## config.mk

```make
export PLATFORM = sky130hd
export DESIGN_NAME = port_tx_serializer
export DESIGN_NICKNAME = d
export VERILOG_FILES = /design/src/rtl/port_tx_serializer.sv
export SDC_FILE = /design/constraint.sdc
export NUM_CORES = 1
export LEC_CHECK = 0
export ABC_CLOCK_PERIOD_IN_PS = 3080
export CAP_MARGIN = 30
export CORE_UTILIZATION = 43
export CTS_CLUSTER_DIAMETER = 200
export DETAILED_ROUTE_END_ITERATION = 10
export PLACE_DENSITY = 0.79
export REMOVE_ABC_BUFFERS = 1
export SYNTH_ARGS = -nofsm -noshare
export SYNTH_HDL_FRONTEND = slang
export SYNTH_SLANG_ARGS = --single-unit
```

## constraint.sdc

```tcl
create_clock -name clk -period 3.08 [get_ports clk]
set_input_delay 0.77 -clock clk [delete_from_list [all_inputs] [get_ports clk]]
set_output_delay 0.77 -clock clk [all_outputs]
set_load 0.01 [all_outputs]
```

## src/rtl/port_tx_serializer.sv

```systemverilog
// port_tx_serializer: 64-bit ptx word stream to byte-wide GMII-style transmit with preamble/SFD, IPG and aborts.
// Define TX_STATS_EN to add the tx_pkt_cnt / tx_byte_cnt / tx_err_cnt statistics outputs.
module port_tx_serializer #(
    parameter int unsigned PRE_LEN   = 7,
    parameter int unsigned IPG_BYTES = 12
) (
    input  logic        clk,
    input  logic        reset,
    input  logic        ptx_srdy,
    output logic        ptx_drdy,
    input  logic [68:0] ptx_data,
    output logic [7:0]  txd,
    output logic        tx_en,
    output logic        tx_er
`ifdef TX_STATS_EN
    ,
    output logic [31:0] tx_pkt_cnt,
    output logic [31:0] tx_byte_cnt,
    output logic [15:0] tx_err_cnt
`endif
);

    typedef enum logic [2:0] {S_IDLE, S_PRE, S_DATA, S_ERR, S_DISC, S_IPG} state_t;

    localparam logic [5:0] PRE_LAST = 6'(PRE_LEN - 1);
    localparam logic [5:0] PRE_SFD  = 6'(PRE_LEN);
    localparam logic [5:0] IPG_LAST = 6'(IPG_BYTES - 1);

    state_t      state_q, state_d;
    logic [5:0]  cnt_q, cnt_d;
    logic [2:0]  idx_q, idx_d;
    logic [63:0] data_q, data_d;
    logic        eop_q, eop_d;
    logic [2:0]  nlast_q, nlast_d;
    logic        err_eop_q, err_eop_d;
    logic [7:0]  txd_q, txd_d;
    logic        en_q, en_d;
    logic        er_q, er_d;

    logic        hs;
    logic        in_sop;
    logic        in_eop;
    logic [2:0]  idx_nxt;

    assign in_sop  = ptx_data[64];
    assign in_eop  = ptx_data[65];
    assign hs      = ptx_srdy & ptx_drdy;
    assign idx_nxt = idx_q + 3'd1;

    always_comb begin
        ptx_drdy = 1'b0;
        if (!reset) begin
            case (state_q)
                S_IDLE, S_DISC: ptx_drdy = 1'b1;
                S_DATA:         ptx_drdy = (idx_q == 3'd7) && !eop_q;
                default:        ptx_drdy = 1'b0;
            endcase
        end
    end

    // Outputs are computed one cycle ahead and registered, so state_q describes the byte now on txd.
    always_comb begin
        state_d   = state_q;
        cnt_d     = cnt_q;
        idx_d     = idx_q;
        data_d    = data_q;
        eop_d     = eop_q;
        nlast_d   = nlast_q;
        err_eop_d = err_eop_q;
        txd_d     = '0;
        en_d      = 1'b0;
        er_d      = 1'b0;
        case (state_q)
            S_IDLE: begin
                if (hs && in_sop) begin
                    data_d  = ptx_data[63:0];
                    eop_d   = in_eop;
                    nlast_d = ptx_data[68:66];
                    cnt_d   = '0;
                    txd_d   = 8'h55;
                    en_d    = 1'b1;
                    state_d = S_PRE;
                end
            end
            S_PRE: begin
                en_d = 1'b1;
                if (cnt_q == PRE_SFD) begin
                    txd_d   = data_q[7:0];
                    idx_d   = '0;
                    state_d = S_DATA;
                end else begin
                    txd_d = (cnt_q == PRE_LAST) ? 8'hD5 : 8'h55;
                    cnt_d = cnt_q + 6'd1;
                end
            end
            S_DATA: begin
                if (eop_q && (idx_q == nlast_q)) begin
                    cnt_d   = '0;
                    state_d = S_IPG;
                end else if (idx_q != 3'd7) begin
                    en_d  = 1'b1;
                    txd_d = data_q[{idx_nxt, 3'b000} +: 8];
                    idx_d = idx_nxt;
                end else if (hs && !in_sop) begin
                    data_d  = ptx_data[63:0];
                    eop_d   = in_eop;
                    nlast_d = ptx_data[68:66];
                    en_d    = 1'b1;
                    txd_d   = ptx_data[7:0];
                    idx_d   = '0;
                end else begin
                    // Underrun, or a framing error whose own EOP closes the discard immediately.
                    en_d      = 1'b1;
                    er_d      = 1'b1;
                    err_eop_d = hs && in_eop;
                    state_d   = S_ERR;
                end
            end
            S_ERR: begin
                cnt_d   = '0;
                state_d = err_eop_q ? S_IPG : S_DISC;
            end
            S_DISC: begin
                if (hs && in_eop) begin
                    cnt_d   = '0;
                    state_d = S_IPG;
                end
            end
            S_IPG: begin
                if (cnt_q == IPG_LAST) begin
                    state_d = S_IDLE;
                end else begin
                    cnt_d = cnt_q + 6'd1;
                end
            end
            default: state_d = S_IDLE;
        endcase
    end

    always_ff @(posedge clk) begin
        if (reset) begin
            state_q   <= S_IDLE;
            cnt_q     <= '0;
            idx_q     <= '0;
            data_q    <= '0;
            eop_q     <= 1'b0;
            nlast_q   <= '0;
            err_eop_q <= 1'b0;
            txd_q     <= '0;
            en_q      <= 1'b0;
            er_q      <= 1'b0;
        end else begin
            state_q   <= state_d;
            cnt_q     <= cnt_d;
            idx_q     <= idx_d;
            data_q    <= data_d;
            eop_q     <= eop_d;
            nlast_q   <= nlast_d;
            err_eop_q <= err_eop_d;
            txd_q     <= txd_d;
            en_q      <= en_d;
            er_q      <= er_d;
        end
    end

    assign txd   = txd_q;
    assign tx_en = en_q;
    assign tx_er = er_q;

`ifdef TX_STATS_EN
    logic [31:0] pkt_q, byte_q, acc_q;
    logic [15:0] err_q;
    logic        sop_start, word_adv, pkt_done, err_evt;

    assign sop_start = (state_q == S_IDLE) && hs && in_sop;
    assign word_adv  = (state_q == S_DATA) && hs && !in_sop;
    assign pkt_done  = (state_q == S_DATA) && eop_q && (idx_q == nlast_q);
    assign err_evt   = er_d || ((state_q == S_IDLE) && hs && !in_sop);

    // acc_q holds the bytes of completed non-EOP words of the packet in flight.
    always_ff @(posedge clk) begin
        if (reset) begin
            pkt_q  <= '0;
            byte_q <= '0;
            acc_q  <= '0;
            err_q  <= '0;
        end else begin
            if (sop_start) begin
                acc_q <= '0;
            end else if (word_adv) begin
                acc_q <= acc_q + 32'd8;
            end
            if (pkt_done) begin
                pkt_q  <= pkt_q + 32'd1;
                byte_q <= byte_q + acc_q + {29'd0, nlast_q} + 32'd1;
            end
            if (err_evt) begin
                err_q <= err_q + 16'd1;
            end
        end
    end

    assign tx_pkt_cnt  = pkt_q;
    assign tx_byte_cnt = byte_q;
    assign tx_err_cnt  = err_q;
`endif

endmodule

```

==> results of run 1 <==
[area by class of cell]
| cell class | instances | area, sq um |
|---|---|---|
| clock buffer | 10 | 138 |
| clock inverter | 6 | 71.3 |
| fill | 807 | 3920 |
| inverter | 7 | 26.3 |
| multi-input combinational | 345 | 2100 |
| sequential | 91 | 1820 |
| tap | 129 | 161 |
| timing repair buffer | 100 | 1000 |
[flip-flops by register name (all words and copies together), names as in the netlist]
signal / count
eop_q: 1
err_eop_q: 1
nlast_q: 3
cnt_q: 6
tx_er: 1
idx_q: 3
tx_en: 1
txd: 8
state_q: 3
data_q: 64
[report_power, final]
| part | internal [uW] | leakage [uW] | switching, uW |
|---|---|---|---|
| registers | 1220 | 0.000738 | 21.9 |
| logic | 145 | 0.000987 | 110 |
| clock network | 404 | 0.0000995 | 431 |
[cells by family (layout without fill, tap and decap cells)]
kind of cell / after synthesis / after routing / synth area share [%]
xor gates and xnor gates: 3 / 3 / 0.643
and+or+nand+nor: 192 / 192 / 19.9
muxes: 28 / 28 / 11.7
AOI/OAI and AO/OA: 118 / 118 / 17.8
adders and majority gates: 4 / 4 / 1.22
DFF: 91 / 91 / 44.5
buffers and inverters: 40 / 123 / 4.13
[worst min-delay path: cells and delay by family, from the launching register on]
family	cells	cell delay [ns]
DFF	1	0.32
and+or+nand+nor	1	0.05
AOI/OAI and AO/OA	1	0.05
[worst max-delay path by stage]
stage	from	to	slack, ns	cells after the start
5_1_grt	idx_q[0]	ptx_drdy	0.09	6
6_report	ptx_data[64]	data_q[1]	0.22	7
3_5_place_dp	ptx_data[64]	data_q[1]	-0.1	7
3_3_place_gp	ptx_srdy	data_q[16]	-0.04	7
4_1_cts	ptx_data[64]	data_q[1]	0.26	7
2_1_floorplan	reset	data_q[0]	-0.22	5
[placed cells by master, fill, tap and decap left out, types with 3 or more instances in the layout]
cell type and n:
nand2_1 145, dfxtp_1 91, clkdlybuf4s50_1 81, a21oi_1 78
mux4_2 16, nor2_1 15, buf_4 14, mux2i_1 12
clkbuf_8 10, o21ai_0 9, nor3_1 8, inv_1 7
a211o_1 6, ha_1 4, buf_12 4, xor2_1 3
nor3b_1 3, a221o_1 3, nand3_1 3, a21boi_0 3
nor4_1 3
[per-stage QoR]
stage / worst slack, ns / utilization (%) / hold WS (ns) / cells
after CTS: 0.256 / 57.6 / 0.456 / 688
final: 0.224 / 57.6 / 0.456 / 688
after global routing: 0.0911 / 57.6 / 0.474 / 688
after global placement: -0.0425 / 55.3 / 0.439 / 672
after detailed placement: -0.0954 / 55.3 / 0.443 / 672
after floorplan: -0.221 / - / 0.427 / 443
[routing by layer]
metal	routed length (um)	part of all wire, %
met5	0	0
met4	136	1.4
met3	447	4.6
met2	4820	49
met1	4370	45
==> results.py, run 1 <==
metrics = {
    "routing": {
        "dr.pass1.iters": 4,
        "drc_errors": 0,
        "wl_per_cell_um": 14.2,
        "viasPerCell": 5.25,
        "drt_iter0_drc": 225,
        "route.vias.total": 3614,
        "totalWireLength_um": 9770,
        "final_antenna_net_count": 0,
    },
    "clock_network": {
        "cts_setup_buffers": 0,
        "ctsHoldBuffers": 0,
        "cts_root_buf": "clkbuf_8",
        "clk_path_buf_depth": 2,
        "clkSinkCount": 91,
        "htreeDepth": 3,
        "cts-buffers-inserted": 9,
        "cts_tree": "yes",
        "clock_latency_ns": 0.35,
        "postCtsResizedCells": 0,
        "clk_pin_slew_ns": 0.10,
    },
    "worst_setup_path": {
        "arrival_ns": 3.14,
        "cpPeakStageDelay_ns": 0.53,
        "r2r_slack_ns": 0.69,
        "r2r_cells": 8,
        "crit_buf_inv": 2,
        "path_class": "in2reg",
        "worstPathCellList": "clkdlybuf4s50_1, or4b_1, or3_1, o31ai_4, buf_4, nand2_1, a21oi_1",
        "rr_endpoint": "txd[4]",
        "cp_max_fo": 10,
        "required_ns": 3.37,
        "r2r-start": "idx_q[0]",
        "slowest_stage": "o31ai_4",
        "critPathTopFamily": "simple AND/OR/NAND/NOR gates",
        "worstSetupEndpointType": "flip-flop",
        "start_kind": "primary input",
    },
    "timing": {
        "max_freq_mhz": 350,
        "period_minus_slack_ns": 2.86,
        "fin_crit_sh_pct": 92.7,
        "worst_pin_slew_ns": 0.712,
        "fin_skew_ns": 0.0115,
        "rsz0062_at_grt": "false",
        "slew_violations": 0,
        "finalSetupTns_ns": 0,
        "slew_headroom_pct": 52.5,
        "setup_violations": 0,
        "hold_viol": 0,
    },
    "global_routing": {
        "grt_pass1_wl_um": 16400,
        "grt_max_degree": 71,
        "use_met2_pct": 34.3,
        "groute.usage.overall_pct": 20.8,
        "grt_util_met3_pct": 3.65,
        "grt_pass1_vias": 3525,
        "use_met1_pct": 27.3,
        "overflow": 0,
        "antenna_found_initial": 0,
        "grt_busiest_layer": "met2",
    },
    "place": {
        "place_area_sq_um": 5110,
        "numPortBuffers": 82,
        "dp_hpwl_um": 6970,
        "gp_congestion": 0.847,
    },
    "logic_synthesis": {
        "async_reset_ff_share_pct": 0,
        "synth_top_area_cell": "dfxtp_1",
        "synth_edf_count": 0,
        "synth_top_area_share_pct": 44.5,
        "ys_top_cells_by_area": "dfxtp_1 45%, nand2_1 13%, a21oi_1 9.5%, mux4_2 8.8%, mux2i_1 2.9%",
        "postSynth.topFlopCell": "dfxtp_1",
        "yosysSeqAreaShare_pct": 44.5,
        "synth_most_common_cell": "nand2_1",
        "synth_cell_types": 47,
        "yosysWarningCount": 0,
        "netlist_instances": 476,
        "synthTopCellsByCount": "145 x nand2_1, 91 x dfxtp_1, 78 x a21oi_1, 20 x clkbuf_1, 16 x mux4_2",
        "syn_area_sq_um": 4090,
        "yosys_register_bits": 91,
        "avgSynthCellArea_sq_um": 8.59,
    },
    "layout": {
        "num_antenna_cells": 0,
        "finalNetCount": 630,
        "layout-drive-gt1-share_pct": 10.2,
        "stdcell_area_sq_um": 5320,
        "syn2layout_area_growth_pct": 30.1,
    },
    "power_and_ir_drop": {
        "p_leak_uw": 0.00183,
        "peakVddDrop_uv": 232,
        "fin_total_pwr_uw": 2330,
        "powerDensity_nw_per_um2": 437,
    },
    "floorplan": {
        "die_y_um": 99.5,
        "rows": 35,
        "die-area_sq_um": 9910,
        "coreArea_sq_um": 9240,
        "start_util_pct": 44.3,
        "die_w_um": 99.5,
        "ios": 83,
    },
    "status": {
        "status": "complete, no violations",
    },
    "worst_hold_path": {
        "min_path_cells": 2,
        "hold_start": "data_q[45]",
        "min_to": "data_q[45]",
        "hold_path_class": "reg2reg",
    },
    "run": {
        "drv_cap": 0,
    },
}
(Power assumes the default switching activity.)
==> inputs of run 2 (changes only) <==
--- a/config.mk
+++ b/config.mk
@@ -8,10 +8,11 @@
 export ABC_CLOCK_PERIOD_IN_PS = 3080
 export CAP_MARGIN = 30
 export CORE_UTILIZATION = 43
-export CTS_CLUSTER_DIAMETER = 200
+export CTS_CLUSTER_DIAMETER = 150
 export DETAILED_ROUTE_END_ITERATION = 10
 export PLACE_DENSITY = 0.79
 export REMOVE_ABC_BUFFERS = 1
+export SKIP_CTS_REPAIR_TIMING = 1
 export SYNTH_ARGS = -nofsm -noshare
 export SYNTH_HDL_FRONTEND = slang
 export SYNTH_SLANG_ARGS = --single-unit
==> results of run 2 <==
No change in the layout: final DEF, timing and power equal those of run 1.
==> inputs of run 3 (changes only) <==
--- a/config.mk
+++ b/config.mk
@@ -6,7 +6,7 @@
 export NUM_CORES = 1
 export LEC_CHECK = 0
 export ABC_CLOCK_PERIOD_IN_PS = 3080
-export CAP_MARGIN = 30
+export CAP_MARGIN = 20
 export CORE_UTILIZATION = 43
 export CTS_CLUSTER_DIAMETER = 150
 export DETAILED_ROUTE_END_ITERATION = 10
==> results of run 3 <==
No change in the layout: final DEF, timing and power equal those of run 1.
